**src/rtl/seg_scan_ctrl.sv**
```systemverilog
// seg_scan_ctrl: time-multiplexed scan of N_DIGITS nibble registers onto one shared 7-seg decoder.
// Latency: a store write reaches nib one edge after the store updates; an/frame_tick are registered.
// Backpressure: none; writes are always accepted and the scan free-runs.
//
// Ports:
//   clk, rst        - clock, asynchronous active-high reset
//   wr_en/addr/data - digit store write port (addresses >= N_DIGITS are dropped)
//   digit_en        - per-digit enable; a 0 keeps that anode dark for its whole slot
//   nib             - registered value of the digit being scanned (to decoder a/b/c/d)
//   an              - active-low anodes, all high during the dead-time gap
//   digit_sel       - index of the current slot
//   frame_tick      - one-cycle pulse on the first BLANK cycle of digit 0 (not the first frame)
// Optional feature: define SEG_SCAN_LZS_EN for leading-zero suppression.
module seg_scan_ctrl #(
    parameter int N_DIGITS     = 8,
    parameter int DIGIT_CYCLES = 100000,
    parameter int BLANK_CYCLES = 4
) (
    input  logic                        clk,
    input  logic                        rst,
    input  logic                        wr_en,
    input  logic [$clog2(N_DIGITS)-1:0] wr_addr,
    input  logic [3:0]                  wr_data,
    input  logic [N_DIGITS-1:0]         digit_en,
    output logic [3:0]                  nib,
    output logic [N_DIGITS-1:0]         an,
    output logic [$clog2(N_DIGITS)-1:0] digit_sel,
    output logic                        frame_tick
);
    localparam int AW = $clog2(N_DIGITS);
    localparam int CW = $clog2(DIGIT_CYCLES);
    localparam logic [CW-1:0] BLANK_LAST = CW'(BLANK_CYCLES - 1);
    localparam logic [CW-1:0] DIGIT_LAST = CW'(DIGIT_CYCLES - 1);
    localparam logic [AW-1:0] IDX_LAST   = AW'(N_DIGITS - 1);

    typedef enum logic {BLANK, SHOW} state_t;

    state_t              state, state_nxt;
    logic [CW-1:0]       cnt, cnt_nxt;
    logic [AW-1:0]       idx, idx_nxt;
    logic [N_DIGITS-1:0] an_nxt;
    logic                frame_nxt;
    logic [N_DIGITS-1:0] suppress;
    logic [3:0]          store [N_DIGITS];

    // Digit store. The address compare per entry drops out-of-range writes
    // without ever indexing past the array.
    always_ff @(posedge clk or posedge rst) begin
        if (rst) begin
            for (int i = 0; i < N_DIGITS; i++) store[i] <= 4'd0;
        end else if (wr_en) begin
            for (int i = 0; i < N_DIGITS; i++) begin
                if (wr_addr == AW'(i)) store[i] <= wr_data;
            end
        end
    end

`ifdef SEG_SCAN_LZS_EN
    // A digit above 0 is dark when it and every higher digit hold zero.
    // Uses the live store, so suppression tracks writes cycle by cycle.
    logic above_zero;
    always_comb begin
        above_zero = 1'b1;
        suppress   = '0;
        for (int i = N_DIGITS - 1; i > 0; i--) begin
            above_zero  = above_zero && (store[i] == 4'd0);
            suppress[i] = above_zero;
        end
    end
`else
    assign suppress = '0;
`endif

    // Slot sequencing: cnt runs across the whole slot (BLANK then SHOW),
    // so each slot is exactly DIGIT_CYCLES long.
    always_comb begin
        state_nxt = state;
        cnt_nxt   = cnt + CW'(1);
        idx_nxt   = idx;
        frame_nxt = 1'b0;
        an_nxt    = '1;
        case (state)
            BLANK: begin
                if (cnt == BLANK_LAST) state_nxt = SHOW;
            end
            SHOW: begin
                if (cnt == DIGIT_LAST) begin
                    cnt_nxt   = '0;
                    idx_nxt   = (idx == IDX_LAST) ? '0 : idx + AW'(1);
                    state_nxt = BLANK;
                    // Wrap into digit 0 marks a new frame; reset itself never pulses.
                    frame_nxt = (idx == IDX_LAST);
                end
            end
            default: state_nxt = BLANK;
        endcase
        // Anodes are computed from next-state values so the registered an
        // lines up with the state it belongs to; digit_en acts at the next edge.
        if (state_nxt == SHOW && digit_en[idx_nxt] && !suppress[idx_nxt])
            an_nxt[idx_nxt] = 1'b0;
    end

    always_ff @(posedge clk or posedge rst) begin
        if (rst) begin
            state      <= BLANK;
            cnt        <= '0;
            idx        <= '0;
            an         <= '1;
            nib        <= 4'd0;
            frame_tick <= 1'b0;
        end else begin
            state      <= state_nxt;
            cnt        <= cnt_nxt;
            idx        <= idx_nxt;
            an         <= an_nxt;
            // Follows idx one edge later, which lands inside the BLANK gap.
            nib        <= store[idx];
            frame_tick <= frame_nxt;
        end
    end

    assign digit_sel = idx;

endmodule

```
**config.mk**
```make
export PLATFORM = sky130hd
export DESIGN_NAME = seg_scan_ctrl
export DESIGN_NICKNAME = d
export VERILOG_FILES = /design/src/rtl/seg_scan_ctrl.sv
export SDC_FILE = /design/constraint.sdc
export NUM_CORES = 1
export LEC_CHECK = 0
export ABC_AREA = 1
export CAP_MARGIN = 10
export CORE_MARGIN = 3
export CORE_UTILIZATION = 40
export CTS_CLUSTER_SIZE = 8
export DETAILED_ROUTE_END_ITERATION = 7
export DONT_BUFFER_PORTS = 1
export SKIP_LAST_GASP = 1
export SYNTH_ARGS = -nofsm -noshare
export SYNTH_HDL_FRONTEND = slang
export SYNTH_SLANG_ARGS = --single-unit
```
**constraint.sdc**
```tcl
create_clock -name clk -period 4.95 [get_ports clk]
set_input_delay 0.495 -clock clk [delete_from_list [all_inputs] [get_ports clk]]
set_output_delay 0.495 -clock clk [all_outputs]
set_load 0.02 [all_outputs]
```
=== Word level (Yosys, flattened, before mapping) ===
Memories as Yosys holds them, arrays and structs flattened.
Index checks and enable logic that the tools add are counted.

* Register bits: 66
* Memory bits (read-only): 8
* Input port bits: 18
* Word-level logic and storage cells: 65
* Memories kept: 1

* Add/subtract/negate cells: 2
* Order comparisons: 3
* Eq/ne operators: 10
* Multiplexer cells: 19
* Bitwise gates (word level): 3
* Reductions and logical operators: 13

{| class="wikitable"
|+ Memory list
! memory !! words !! bits a word !! rd ports !! clocked after memory_dff !! write ports !! line !! RTL
|-
| (name not given) || 8 || 1 || 1 || 0 || 0 || 99 || <nowiki>if (state_nxt == SHOW && digit_en[idx_nxt] && !suppress[idx_nxt])</nowiki>
|}

{| class="wikitable"
|+ Operators with widths
! cell !! count
|-
| $mux 17 || 2
|-
| $add 17x1->17 const B || 1
|-
| $eq 17x17->1 const B || 1
|-
| $eq 17x2->1 const B || 1
|-
| $reduce_and 2->1 || 8
|-
| $eq 3x3->1 const B || 5
|-
| $bmux 4 s3 || 1
|-
| $mux 3 || 3
|-
| $mux 4 || 2
|-
| $mux 8 || 1
|-
| $not 8->8 || 1
|-
| $mux 1 || 7
|-
| $eq 3x2->1 const B || 2
|-
| $ge 4x4->1 const B || 1
|-
| $lt 3x4->1 const B || 1
|-
| $not 3->4 || 1
|-
| $add 3x1->3 const B || 1
|-
| $bmux 1 s3 || 1
|-
| $demux 1 s3 || 1
|-
| $eq 3x1->1 const B || 1
|-
| $ge 3x1->1 const B || 1
|-
| $logic_and 1x1->1 || 3
|-
| $logic_not 3->1 || 1
|-
| $pmux 1 s2 || 1
|-
| other kinds (2) || 2
|}

=== Longest topological paths before layout ===
* Depth in word-level cells: 10
* Gate-level depth with buffers: 13

=== Worst setup path before layout ===
Ideal clock, no wire load.

* Path kind: reg-to-reg
* Start: reg idx[0] (netlist: digit_sel[0])
* End: reg an[0]
* Arrival: 1.770 ns
* Setup slack: 3.092 ns
* Cell stages (with the launch flop): 13
* Buffers on the path: 0
* Path through: dfrtp_1 ha_1 ha_1 nor2_1 inv_1 nand4_2 nand2_4 nand2_2 nand2_2 nand2_2 nand2_2 nor2_4 nand3_1

* Cells in the longest elaborated chain, start to end: 10

{| class="wikitable"
|+ Ends and longest elaborated chain
! what !! line !! RTL
|-
| start, declared || 40 || <nowiki>logic [AW-1:0] idx, idx_nxt;</nowiki>
|-
| start signal, assigned || 114 || <nowiki>idx <= idx_nxt;</nowiki>
|-
| $add 3x1->3 / $eq 3x3->1 (equally long branches) || 89 || <nowiki>idx_nxt = (idx == IDX_LAST) ? '0 : idx + AW'(1);</nowiki>
|-
| $mux 3 || 89 ||
|-
| $mux 3 || 87 || <nowiki>if (cnt == DIGIT_LAST) begin</nowiki>
|-
| $mux 3 * || 82 || <nowiki>case (state)</nowiki>
|-
| $lt 3x4->1 (not written as such) / $ge 3x1->1 (equally long branches) || 100 || <nowiki>an_nxt[idx_nxt] = 1'b0;</nowiki>
|-
| $logic_and 1x1->1 (not written as such) || 100 ||
|-
| $mux 1 (not written as such) || 100 ||
|-
| $demux 1 s3 || 100 ||
|-
| $not 8->8 (no line) || -- ||
|-
| $mux 8 * || 99 ||
|-
| named net an_nxt[0] || 41 || <nowiki>logic [N_DIGITS-1:0] an_nxt;</nowiki>
|-
| end signal, assigned || 115 || <nowiki>an <= an_nxt;</nowiki>
|-
| end, declared || 26 || <nowiki>output logic [N_DIGITS-1:0] an,</nowiki>
|}

The timed path passes the listed nets; every way through them passes the cells marked *. The select of a mux whose other input is x is not followed.
A chain may end at the register's enable or synchronous reset.

=== Worst setup path after layout ===
* Start: reg idx[0] (netlist: digit_sel[0])
* End: reg an[3]

Same word-level chain as after synthesis.

==> results.md <==
- Mapped cell area: 0.00337 mm²
- DRT Pass-1 Iters: 4
- CTS tree: yes
- Worst skew pair latency: 0.35 ns
- Initial Util: 42.4%
- Ports: 34
- Worst R2R Start: digit_sel[0]$_DFF_PP0_
- Max-slew violations: 0
- Clock Tree Root: clkbuf_8
- Starting DRT DRC Count: 154
- WP data arrival: 2.74 ns
- Largest net degree at the start of global routing: 67
- Hold_buf cts: 0
- CP cell instances: ha_1, ha_1, nor2_1, inv_1, nand4_2, nand2_4, nand2_1, nand3_1, nand2_2, nor2_4, nand3_1
- Cell taking the most area after synthesis: dfrtp_1
- Finished Layout Cells: 506
- Gr ovfl total: 0
- Relative slew slack: 37.3%
- Die W: 97.9 µm
- EDFF count, synth: 0
- Vias in the first global route: 2590
- Slowest stage cell, crit path: dfrtp_1
- Max Fclk: 405 MHz
- Crit path required time: 5.22 ns
- DR vias: 2596
- Cells after DPL: 490
- Post-cts gate resize count: 0
- Core area: 0.00797 mm²
- Count of input and output buffers: 0
- Syn_nets: 414
- Setup_tns: 0 ns
- Crit path largest cell delay: 0.96 ns
- CP max FO: 25
- Register area share after synthesis: 49.2%
- Power per cell area: 309 mW/mm²
- Gp weighted congestion: 0.886
- Top layer in use: met4
- Count of final hold-check violations: 0
- Crit-path leading delay family: flip-flops
- Die footprint: 0.00957 mm²
- Reg clk slew, reported paths: 0.08 ns
- Critical path endpoint category: flop
- Num Clock Sinks: 66
- # rows: 32
- Sequential cell area: 0.00166 mm²
- Routed len/inst: 14.3 µm
- Clock Path Buffers: 2
- Maxcap violations: 0
- Via density: 5.13
- Fillers: 789
- First-pass GRT wire length: 12500 µm
- Share of the synthesized area in the top cell type: 43.0%
- VDD IR max: 0.000161 V
- Leakage: 1.70 nW
- Area of the multi-input gates: 0.00150 mm²
- Final setup violating endpoints: 0
- Die height: 97.9 µm
- Status: completed
- Hold worst-path end: store[0]$_DFFE_PP0P_
- Synth top area cells: dfrtp_1 43%, nand2_1 7.9%, o21ai_0 7.0%
- Area grow syn2layout: 8.19%
- Post-layout net count: 420
- Crit Path Category: flop to flop
- CP Launch Type: flop
- Tmin final: 2.47 ns
- Cells after Synth: 393
- H-tree levels: 3
- Flop-to-flop setup slack: 2.48 ns
- Synth Flop Type: dfrtp_1
- Routed wl met3: 276 µm
- Synth Register Bits: 66
- Worst R2R End: an[3]$_DFF_PP1_
- Reg2Reg Depth: 11
- Met1 WL: 3310 µm
- WP buf/inv: 1
- HPWL Detailed: 5010 µm
- Routed Antenna Nets: 0
- Avg Inst Size Synth: 8.59 µm²
- Hold crit path type: input pin to flop
- Final period util: 49.9%
- Share of layout cells above drive strength 1: 16.1%
- Hold depth: 2
- Least-Margin Pin Slew: 0.940 ns
- Antenna Cells: 0
- DRC violations left: 0
- Hold Crit Start: wr_data[0]
- Num CTS Buffers: 9
- Setup Buffers After CTS: 0
- Final wirelength: 7230 µm
- Netlist cell types: 34
- Fraction of registers with async set/reset: 100%
- Syn. warnings: 0
- Initial antenna violation count: 0
- RSZ-0062 raised after global routing: no
- Worst setup skew after layout: 0.00917 ns
- Overall routing resource usage: 16.2%
- Met2 WL: 3480 µm
- WHS: 0.273 ns
-- cell type report --
type | instances | area share [%]
tap | 102 | 3.50
timing repair buffer | 1 | 0.206
clock inverter | 5 | 0.822
inverter | 49 | 5.04
multi-input combinational | 272 | 41.1
sequential | 66 | 45.5
clock buffer | 11 | 3.87
-- power breakdown --
group / internal [mW] / switching [mW]
combinational: 0.0331 / 0.0548
sequential: 0.596 / 0.0349
clock: 0.193 / 0.218
-- flip-flops by register name, summed over array words and instances (netlist names) --
signal and flops:
digit_sel 3, frame_tick 1, store 32, cnt 17, state 1, nib 4
an 8
-- per-layer routing --
metal | GRT usage (%) | vias up
met4 | 6.39 | 0
li1 | - | 1299
met1 | 20.1 | 1226
met3 | 4.29 | 16
met5 | 0 | -
met2 | 26.9 | 55
-- cell usage in the layout (no fill, tap or decap), drive strengths merged, types with 3 or more instances in the layout --
master   n
ha       3
nor2    61
a21oi    4
o21ai   47
nor4     5
clkinv   3
xor2     6
nor3     5
o22ai    4
dfrtp   58
nand3   25
clkbuf  11
nand3b   3
o211ai   4
inv     49
nand2   86
dfstp    8
a31oi    4
nand4   10
-- worst max path at each step --
stage | from | to | slack, ns | depth (start not counted)
floorplan | rst | cnt[0]$_DFF_PP0_ | 2.81 | 1
global placement | digit_sel[0]$_DFF_PP0_ | an[3]$_DFF_PP1_ | 2.54 | 11
detailed placement | digit_sel[0]$_DFF_PP0_ | an[4]$_DFF_PP1_ | 2.44 | 11
CTS | digit_sel[0]$_DFF_PP0_ | an[0]$_DFF_PP1_ | 2.44 | 11
global route | digit_sel[0]$_DFF_PP0_ | an[0]$_DFF_PP1_ | 2.20 | 11
finish | digit_sel[0]$_DFF_PP0_ | an[3]$_DFF_PP1_ | 2.48 | 11
-- stage by stage --
step	setup WS (ns)	area, µm²	utilization [%]	total power [mW]
2_1_floorplan	2.81	3370	-	0.704
3_3_place_gp	2.54	3480	43.7	0.728
3_5_place_dp	2.44	3480	43.7	0.731
4_1_cts	2.44	3650	45.8	1.14
5_1_grt	2.20	3650	45.8	1.19
6_report	2.48	3650	45.8	1.13
-- cell families (layout without fill, tap and decap cells) --
logic type / count (synthesis) / in the layout / synth area share (%)
AO/OA/AOI/OAI: 64 / 64 / 10.2
XOR/XNOR: 8 / 8 / 2.08
adder cells (fa/ha/maj): 3 / 3 / 1.11
buffers and inverters: 55 / 66 / 6.34
flip-flops: 66 / 66 / 49.2
AND/OR/NAND/NOR: 197 / 197 / 31.1
-- cells in the mapped netlist (all sizes together) (2+ instances only) --
cell type / number
nand2: 86
nor2: 61
dfrtp: 58
inv: 49
o21ai: 47
nand3: 25
nand4: 10
dfstp: 8
xor2: 6
nor3: 5
nor4: 5
a21oi: 4
a31oi: 4
clkbuf: 4
o211ai: 4
o22ai: 4
ha: 3
nand3b: 3
buf: 2
xnor2: 2
-- worst register-to-register path, cell delays in order, from the launching register on --
cell and delay, ns:
dfrtp_1 0.96, ha_1 0.30, ha_1 0.17, nor2_1 0.07, inv_1 0.11, nand4_2 0.14, nand2_4 0.15, nand2_1 0.06
nand3_1 0.09, nand2_2 0.07, nor2_4 0.18, nand3_1 0.10
Note: power is estimated with default switching activity, not from simulation.
